[src/rtl/gate_preact_pkg.sv]
// gate_preact_pkg: Q16 constants, FSM state type and accumulator-to-output saturation for gate_preact_mac
package gate_preact_pkg;
  localparam int DATA_W = 32;
  localparam int FRAC_W = 16;
  localparam int ACC_W = 48;
  localparam int Q_ONE = 1 << FRAC_W;
  localparam int Q_HALF = Q_ONE >> 1;
  typedef enum logic [1:0] {IDLE, ACCUM, HOLD} state_t;
  typedef struct packed {
    logic sat;
    logic [DATA_W-1:0] data;
  } sat_t;
  function automatic sat_t sat_narrow(input logic [ACC_W-1:0] acc);
    logic [ACC_W-DATA_W:0] top;
    sat_t r;
    top = acc[ACC_W-1:DATA_W-1];
    r.sat = !(top == '0 || top == '1);
    r.data = !r.sat ? acc[DATA_W-1:0] : acc[ACC_W-1] ? {1'b1, {(DATA_W-1){1'b0}}} : {1'b0, {(DATA_W-1){1'b1}}};
    return r;
  endfunction
endpackage

[src/rtl/gate_preact_mac_fxp_mul_shift.sv]
// fxp_mul_shift: combinational signed Q multiply, >>> FRAC_WIDTH (truncate, or round half up with GATE_PREACT_ROUND_EN); ports a, b in, p out
module fxp_mul_shift
  import gate_preact_pkg::*;
#(
  parameter int DATA_WIDTH = DATA_W,
  parameter int FRAC_WIDTH = FRAC_W,
  parameter int OUT_WIDTH = ACC_W
) (
  input  logic signed [DATA_WIDTH-1:0] a,
  input  logic signed [DATA_WIDTH-1:0] b,
  output logic signed [OUT_WIDTH-1:0]  p
);
`ifdef GATE_PREACT_ROUND_EN
  localparam int RND = Q_HALF >> (FRAC_W - FRAC_WIDTH);
`else
  localparam int RND = 0 * Q_HALF;
`endif
  logic signed [2*DATA_WIDTH-1:0] prod;
  assign prod = a * b + (2*DATA_WIDTH)'(RND);
  assign p = OUT_WIDTH'(prod >>> FRAC_WIDTH);
endmodule

[src/rtl/gate_preact_mac.sv]
// gate_preact_mac: streaming Q16 dot product + bias with saturated output (clk, rst, in_valid/in_ready/in_weight/in_x/in_bias/in_last, out_valid/out_ready/out_data/out_sat; GATE_PREACT_ROUND_EN rounds products)
module gate_preact_mac
  import gate_preact_pkg::*;
#(
  parameter int DATA_WIDTH = DATA_W,
  parameter int FRAC_WIDTH = FRAC_W,
  parameter int ACC_WIDTH = ACC_W
) (
  input  logic                         clk,
  input  logic                         rst,
  input  logic                         in_valid,
  output logic                         in_ready,
  input  logic signed [DATA_WIDTH-1:0] in_weight,
  input  logic signed [DATA_WIDTH-1:0] in_x,
  input  logic signed [DATA_WIDTH-1:0] in_bias,
  input  logic                         in_last,
  output logic                         out_valid,
  input  logic                         out_ready,
  output logic signed [DATA_WIDTH-1:0] out_data,
  output logic                         out_sat
);
  state_t state, state_n;
  logic signed [ACC_WIDTH-1:0] acc, acc_next, p;
  logic xfer;
  fxp_mul_shift #(.DATA_WIDTH(DATA_WIDTH), .FRAC_WIDTH(FRAC_WIDTH), .OUT_WIDTH(ACC_WIDTH)) u_mul (
    .a(in_weight),
    .b(in_x),
    .p(p)
  );
  always_comb begin
    in_ready = !rst && state != HOLD;
    out_valid = state == HOLD;
    xfer = in_valid && in_ready;
    acc_next = (state == IDLE ? ACC_WIDTH'(in_bias) : acc) + p;
    state_n = state == HOLD ? (out_ready ? IDLE : HOLD) : xfer ? (in_last ? HOLD : ACCUM) : state;
  end
  always_ff @(posedge clk or posedge rst) begin
    if (rst) begin
      state <= IDLE;
      acc <= '0;
      out_data <= '0;
      out_sat <= 1'b0;
    end else begin
      state <= state_n;
      if (xfer) acc <= acc_next;
      if (xfer && in_last) {out_sat, out_data} <= sat_narrow(acc_next);
    end
  end
endmodule

[config.mk]
export PLATFORM = sky130hd
export DESIGN_NAME = gate_preact_mac
export DESIGN_NICKNAME = d
export VERILOG_FILES = /design/src/rtl/gate_preact_pkg.sv /design/src/rtl/gate_preact_mac_fxp_mul_shift.sv /design/src/rtl/gate_preact_mac.sv
export SDC_FILE = /design/constraint.sdc
export NUM_CORES = 2
export LEC_CHECK = 0
export ABC_AREA = 0
export BUFFER_PORTS_ARGS = -buffer_cell sky130_fd_sc_hd__buf_4
export CAP_MARGIN = 20
export CORE_UTILIZATION = 40
export CTS_CLUSTER_SIZE = 20
export DETAILED_ROUTE_END_ITERATION = 10
export SETUP_SLACK_MARGIN = 0.15
export SLEW_MARGIN = 10
export SYNTH_ARGS = -nofsm -noshare
export SYNTH_HDL_FRONTEND = slang
export SYNTH_SLANG_ARGS = --single-unit
[constraint.sdc]
create_clock -name clk -period 4.2 [get_ports clk]
set_input_delay 0.63 -clock clk [delete_from_list [all_inputs] [get_ports clk]]
set_output_delay 0.63 -clock clk [all_outputs]
set_load 0.01 [all_outputs]
# Yosys cells after proc, flatten, opt, wreduce, memory -nomap -nowiden
# Cells that the tools add are included.
# totals
reg_bits	83
elab_cells	25
# op_classes
n_reduce_logical	9
multipliers	1
mux	7
n_addsub	1
eq_ne	3
# ops
operator	n
32-bit by 32-bit multiplier with 64-bit output	1
32-bit two-way mux	2
48-bit adder	1
48-bit two-way mux	1
17-bit equality test, second input constant	1
17-bit zero test	1
2-bit two-way mux	4
1-bit logical AND	3
2-bit equality test, second input constant	1
1-bit zero test	2
2-bit zero test	1
2-bit != test, second input constant	1
2-bit nonzero test	1
1-bit logical OR	1

# Longest topological paths before layout
# logic_depth
word_depth	6
depth_mapped	43
depth_no_buf	41

# Modules after synthesis
# A second synthesis with hierarchy kept.
# unflattened
hier_cells	4656
hier_area_um2	42629.6
# modules_own_cells
mod	area_per_inst_um2	cells_each	instances
fxp_mul_shift	35365.2	3756	1
gate_preact_mac	7264.5	900	1

# Worst setup path before layout
# OpenSTA, ideal clock, no wires.
# synth_path
path_type	input port to flip-flop
start	in in_weight[31]
end	reg out_data[0]
slack_ns	-6.426
t_arrival_ns	10.494
n_path_buf	4
path_stages	36
required_ns	4.069
cell_sequence	clkbuf_1 > nand2_1 > inv_1 > fa_1 > fa_1 > fa_1 > fa_1 > inv_1 > fa_1 > inv_1 > fa_1 > fa_1 > fa_1 > ha_1 > clkbuf_1 > a21o_1 > a21o_1 > a21o_1 > a2111oi_1 > nor2_1 > a21o_1 > a31oi_1 > xnor2_1 > ha_1 > clkbuf_1 > inv_1 > nor4_1 > o31ai_1 > a21oi_1 > o22ai_1 > xor2_1 > and4b_1 > nor2_1 > nor2_1 > buf_2 > a21oi_1
# synth_between
elab_chain_cells	5
elab_cells_between_ends	7
cone_classes	add/sub (1); mul (1); eq/ne (1); mux (2); reduce/logical (2)
# synth_rtl
element	line	source
start, declared	gate_preact_mac.sv:13	input logic signed [DATA_WIDTH-1:0] in_weight,
32-bit by 32-bit multiplier with 64-bit output *	gate_preact_mac_fxp_mul_shift.sv:19	assign prod = a * b + (2*DATA_WIDTH)'(RND);
48-bit adder *	gate_preact_mac.sv:34	acc_next = (state == IDLE ? ACC_WIDTH'(in_bias) : acc) + p;
17-bit equality test or 17-bit zero test (tied branches)	gate_preact_pkg.sv:17	r.sat = !(top == '0 || top == '1);
1-bit logical OR	gate_preact_pkg.sv:17	
32-bit two-way mux *	gate_preact_pkg.sv:18	r.data = !r.sat ? acc[DATA_W-1:0] : acc[ACC_W-1] ? {1'b1, {(DATA_W-1){1'b0}}} : {1'b0, {(DATA_W-1){1'b1}}};
end signal, assigned	gate_preact_mac.sv:46	if (xfer && in_last) {out_sat, out_data} <= sat_narrow(acc_next);
end, declared	gate_preact_mac.sv:19	output logic signed [DATA_WIDTH-1:0] out_data,
# Mark *: on every way between the ends. The rest lies on a longest branch, timed or not.
# A chain may end at the register's enable or synchronous reset.

# Worst setup path in the final report
# layout_path
start	in in_weight[13]
end	reg out_data[10]
# Same word-level chain as after synthesis.

==> flow_summary.yaml <==
status:
  status: "complete, but fails checks"
  violations: "setup timing"
drt:
  wire_per_inst_um: 17.7
  drt-total-wl_um: 119000
  vias: 33271
  vias_per_cell: 4.93
  met1_length_um: 47500
  wl_met3_um: 4450
  post-route-drc-count: 0
  first_iter_violations: 1674
  antenna_left: 0
  highest_layer: "met4"
  met2_length_um: 63300
  first_pass_iters: 8
critical_path:
  cpMostUsedCell: "fa_1"
  end_kind: "flop"
  arrival_ps: 10540
  path_class: "input pin to flop"
  critPathMaxStageDelay_ps: 560
  path_max_fanout: 8
  worst_ep_required_time_ps: 4470
  cp-start-kind: "input pin"
  critPathSlowestCell: "fa_1"
yosys:
  synth_seq_cells: 83
  syn_area_per_cell_um2: 8.99
  synth_fa_ha_area_share_pct: 57.9
  synth.cell_area_mm2: 0.0424
  muxShareOfSynthArea_pct: 0.0826
  synth_top_area_share_pct: 51.0
  syn_inst: 4720
  synth-simple-area-share_pct: 18.2
  synthArstFlopShare_pct: 100
  synth-compound-area-share_pct: 6.11
  synthTopCellsByArea: "fa_1 51%, inv_1 8.4%, nand2_1 7.6%"
  yosysSeqAreaShare_pct: 4.90
  synth_commonest_cells: "1082 x fa_1, 952 x inv_1, 860 x nand2_1, 471 x and2_1, 237 x clkbuf_1"
  synth_cell_types: 80
  ys.flop_type: "dfrtp_1"
  ys.warnings.count: 0
  synth_xor_area_share_pct: 2.10
  syn_nets: 6134
  synth-edff-count: 0
  synth_top_family_by_area: "adder cells"
  yosysMostFrequentCell: "fa_1"
  yosysTopAreaCell: "fa_1"
floorplanning:
  num_rows: 119
  dieArea_mm2: 0.107
  ios: 136
  coreArea_mm2: 0.105
  start_util_pct: 40.3
  die_w_um: 328
  die-height_um: 328
place:
  dp_hpwl_um: 104000
  place_congestion: 0.896
  dp_cells: 6680
  dpl-instance-area_mm2: 0.0504
  place.port_buffers: 135
layout:
  final-seq-area_mm2: 0.00208
  fillCellCount: 9683
  final_area_mm2: 0.0531
  multi_input_area_mm2: 0.0377
  area_growth_pct: 25.0
  finalNonFillerCells: 6755
  drive_gt1_share_pct: 24.0
  fin_nets: 6769
grt:
  grt_overflow: 0
  grt_pass1_wl_um: 197000
  grt_antenna_before_repair: 6
  grt_pass1_vias: 37095
  grt_usage_pct: 23.3
  grt_max_degree: 62
clocking:
  cts.sinks: 83
  path_clk_slew_ps: 70
  root_buffer: "clkbuf_16"
  ctsHtreeMaxLevel: 3
  clk_latency_ps: 340
  cts_tree: "done"
  numCtsBuffers: 9
  cts_max_path_buffers: 2
timing:
  finalHoldWorstSlack_ps: 400
  setup_violations: 81
  fin_ws_ps: -6070
  drv_slew: 0
  min_period_ps: 10270
  fmax_mhz: 97.4
  worstMarginPinSlew_ps: 751
  fin_skew_ps: 10.5
  relSlewSlack_pct: 49.8
  rsz0062_at_grt: "yes"
  period_share_pct: 244
  hold_viol_final: 0
flow_run:
  cap_viol_max_count: 0
worst_hold_path:
  hold_class: "input pin to asynchronous set/reset pin"
## cells in the final DEF (no fill, tap or decap), drive strengths merged, types with 3 or more instances in the layout
cell type / instances
a2111oi: 5
xor2: 38
nor2b: 11
nor4: 8
or3: 8
a31oi: 9
o21ai: 65
clkbuf: 13
a211o: 4
o211a: 4
a211oi: 11
and2: 471
nand2b: 22
o31ai: 7
dfrtp: 83
nor2: 117
diode: 5
or2: 5
nand2: 889
o211ai: 12
fa: 1082
and4: 3
and3: 11
o21bai: 16
nand3: 28
buf: 870
ha: 231
a21o: 57
a21oi: 147
o21a: 15
xnor2: 63
inv: 952
clkinv: 4
o221a: 3
nand4: 30
nor3: 18
o22ai: 3
## sequential cells by signal, indices dropped and copies added, names as in the netlist
register,flops
acc,48
out_data,32
state,2
out_sat,1
## stage by stage
step | TNS, ps | setup slack [ps] | utilization, %
6_report | -399990 | -6070 | 50.4
3_3_place_gp | -444500 | -6530 | 47.9
2_1_floorplan | -363390 | -5550 | -
3_5_place_dp | -442560 | -6510 | 47.9
4_1_cts | -394280 | -5870 | 49.7
5_1_grt | -428750 | -6440 | 50.4
## worst max-delay path, delay by kind of cell
family | cells | cell delay (ps)
and+or+nand+nor | 7 | 1760
buffers and inverters | 7 | 630
adders and majority gates | 10 | 4570
muxes | 1 | 250
AOI/OAI and AO/OA | 16 | 2530
xor gates and xnor gates | 1 | 170
## final timing paths
check / startpoint / end / slack (ps) / cells past startpoint
worst max-delay path: in_weight[13] / out_data[10]$_DFFE_PP0P_ / -6070 / 42
worst min-delay path: rst / acc[47]$_DFFE_PP0P_ / 400 / 2
worst max register to register: state[0]$_DFFE_PP0P_ / out_data[10]$_DFFE_PP0P_ / -340 / 19
worst min register to register: acc[3]$_DFFE_PP0P_ / acc[3]$_DFFE_PP0P_ / 470 / 2
max in group asynchronous: rst / acc[10]$_DFFE_PP0P_ / 2780 / 3
min in group clk: out_ready / state[1]$_DFFE_PP0P_ / 460 / 2
## logic make-up (layout without fill, tap and decap cells)
group / after synthesis / after routing
buffers and inverters: 1203 / 1842
and+or+nand+nor: 1630 / 1630
xor gates and xnor gates: 101 / 101
DFF: 83 / 83
adders and majority gates: 1313 / 1313
AOI/OAI and AO/OA: 387 / 387
muxes: 3 / 3
other: 0 / 5
## final cells by class
cell class | instances | share of cell area, %
diodes | 5 | 0.0236
clock buffers | 9 | 0.424
clock inverters | 6 | 0.170
inverters | 953 | 6.75
multi-input cells | 3434 | 71.0
flip-flops and latches | 83 | 3.91
well taps | 1391 | 3.28
repair buffers | 874 | 14.5
## layer usage
metal  up-vias  GRT usage (%)
li1      15186              -
met1     17174           28.7
met5         -              0
met2       720           42.9
met3       191           1.90
met4         0           7.38
## what timing repair did
item | in CTS | in global routing
setup buffers | 32 | 16
hold buffers | 0 | 0
gates cloned | 2 | 4
pin swaps | 88 | 80
endpoints found under the setup margin | 81 | 81
gates resized for setup | 269 | 122
Power is left out: the tool's default activity adds up to more than one toggle a clock period on the data nets, which glitch-free logic cannot reach.
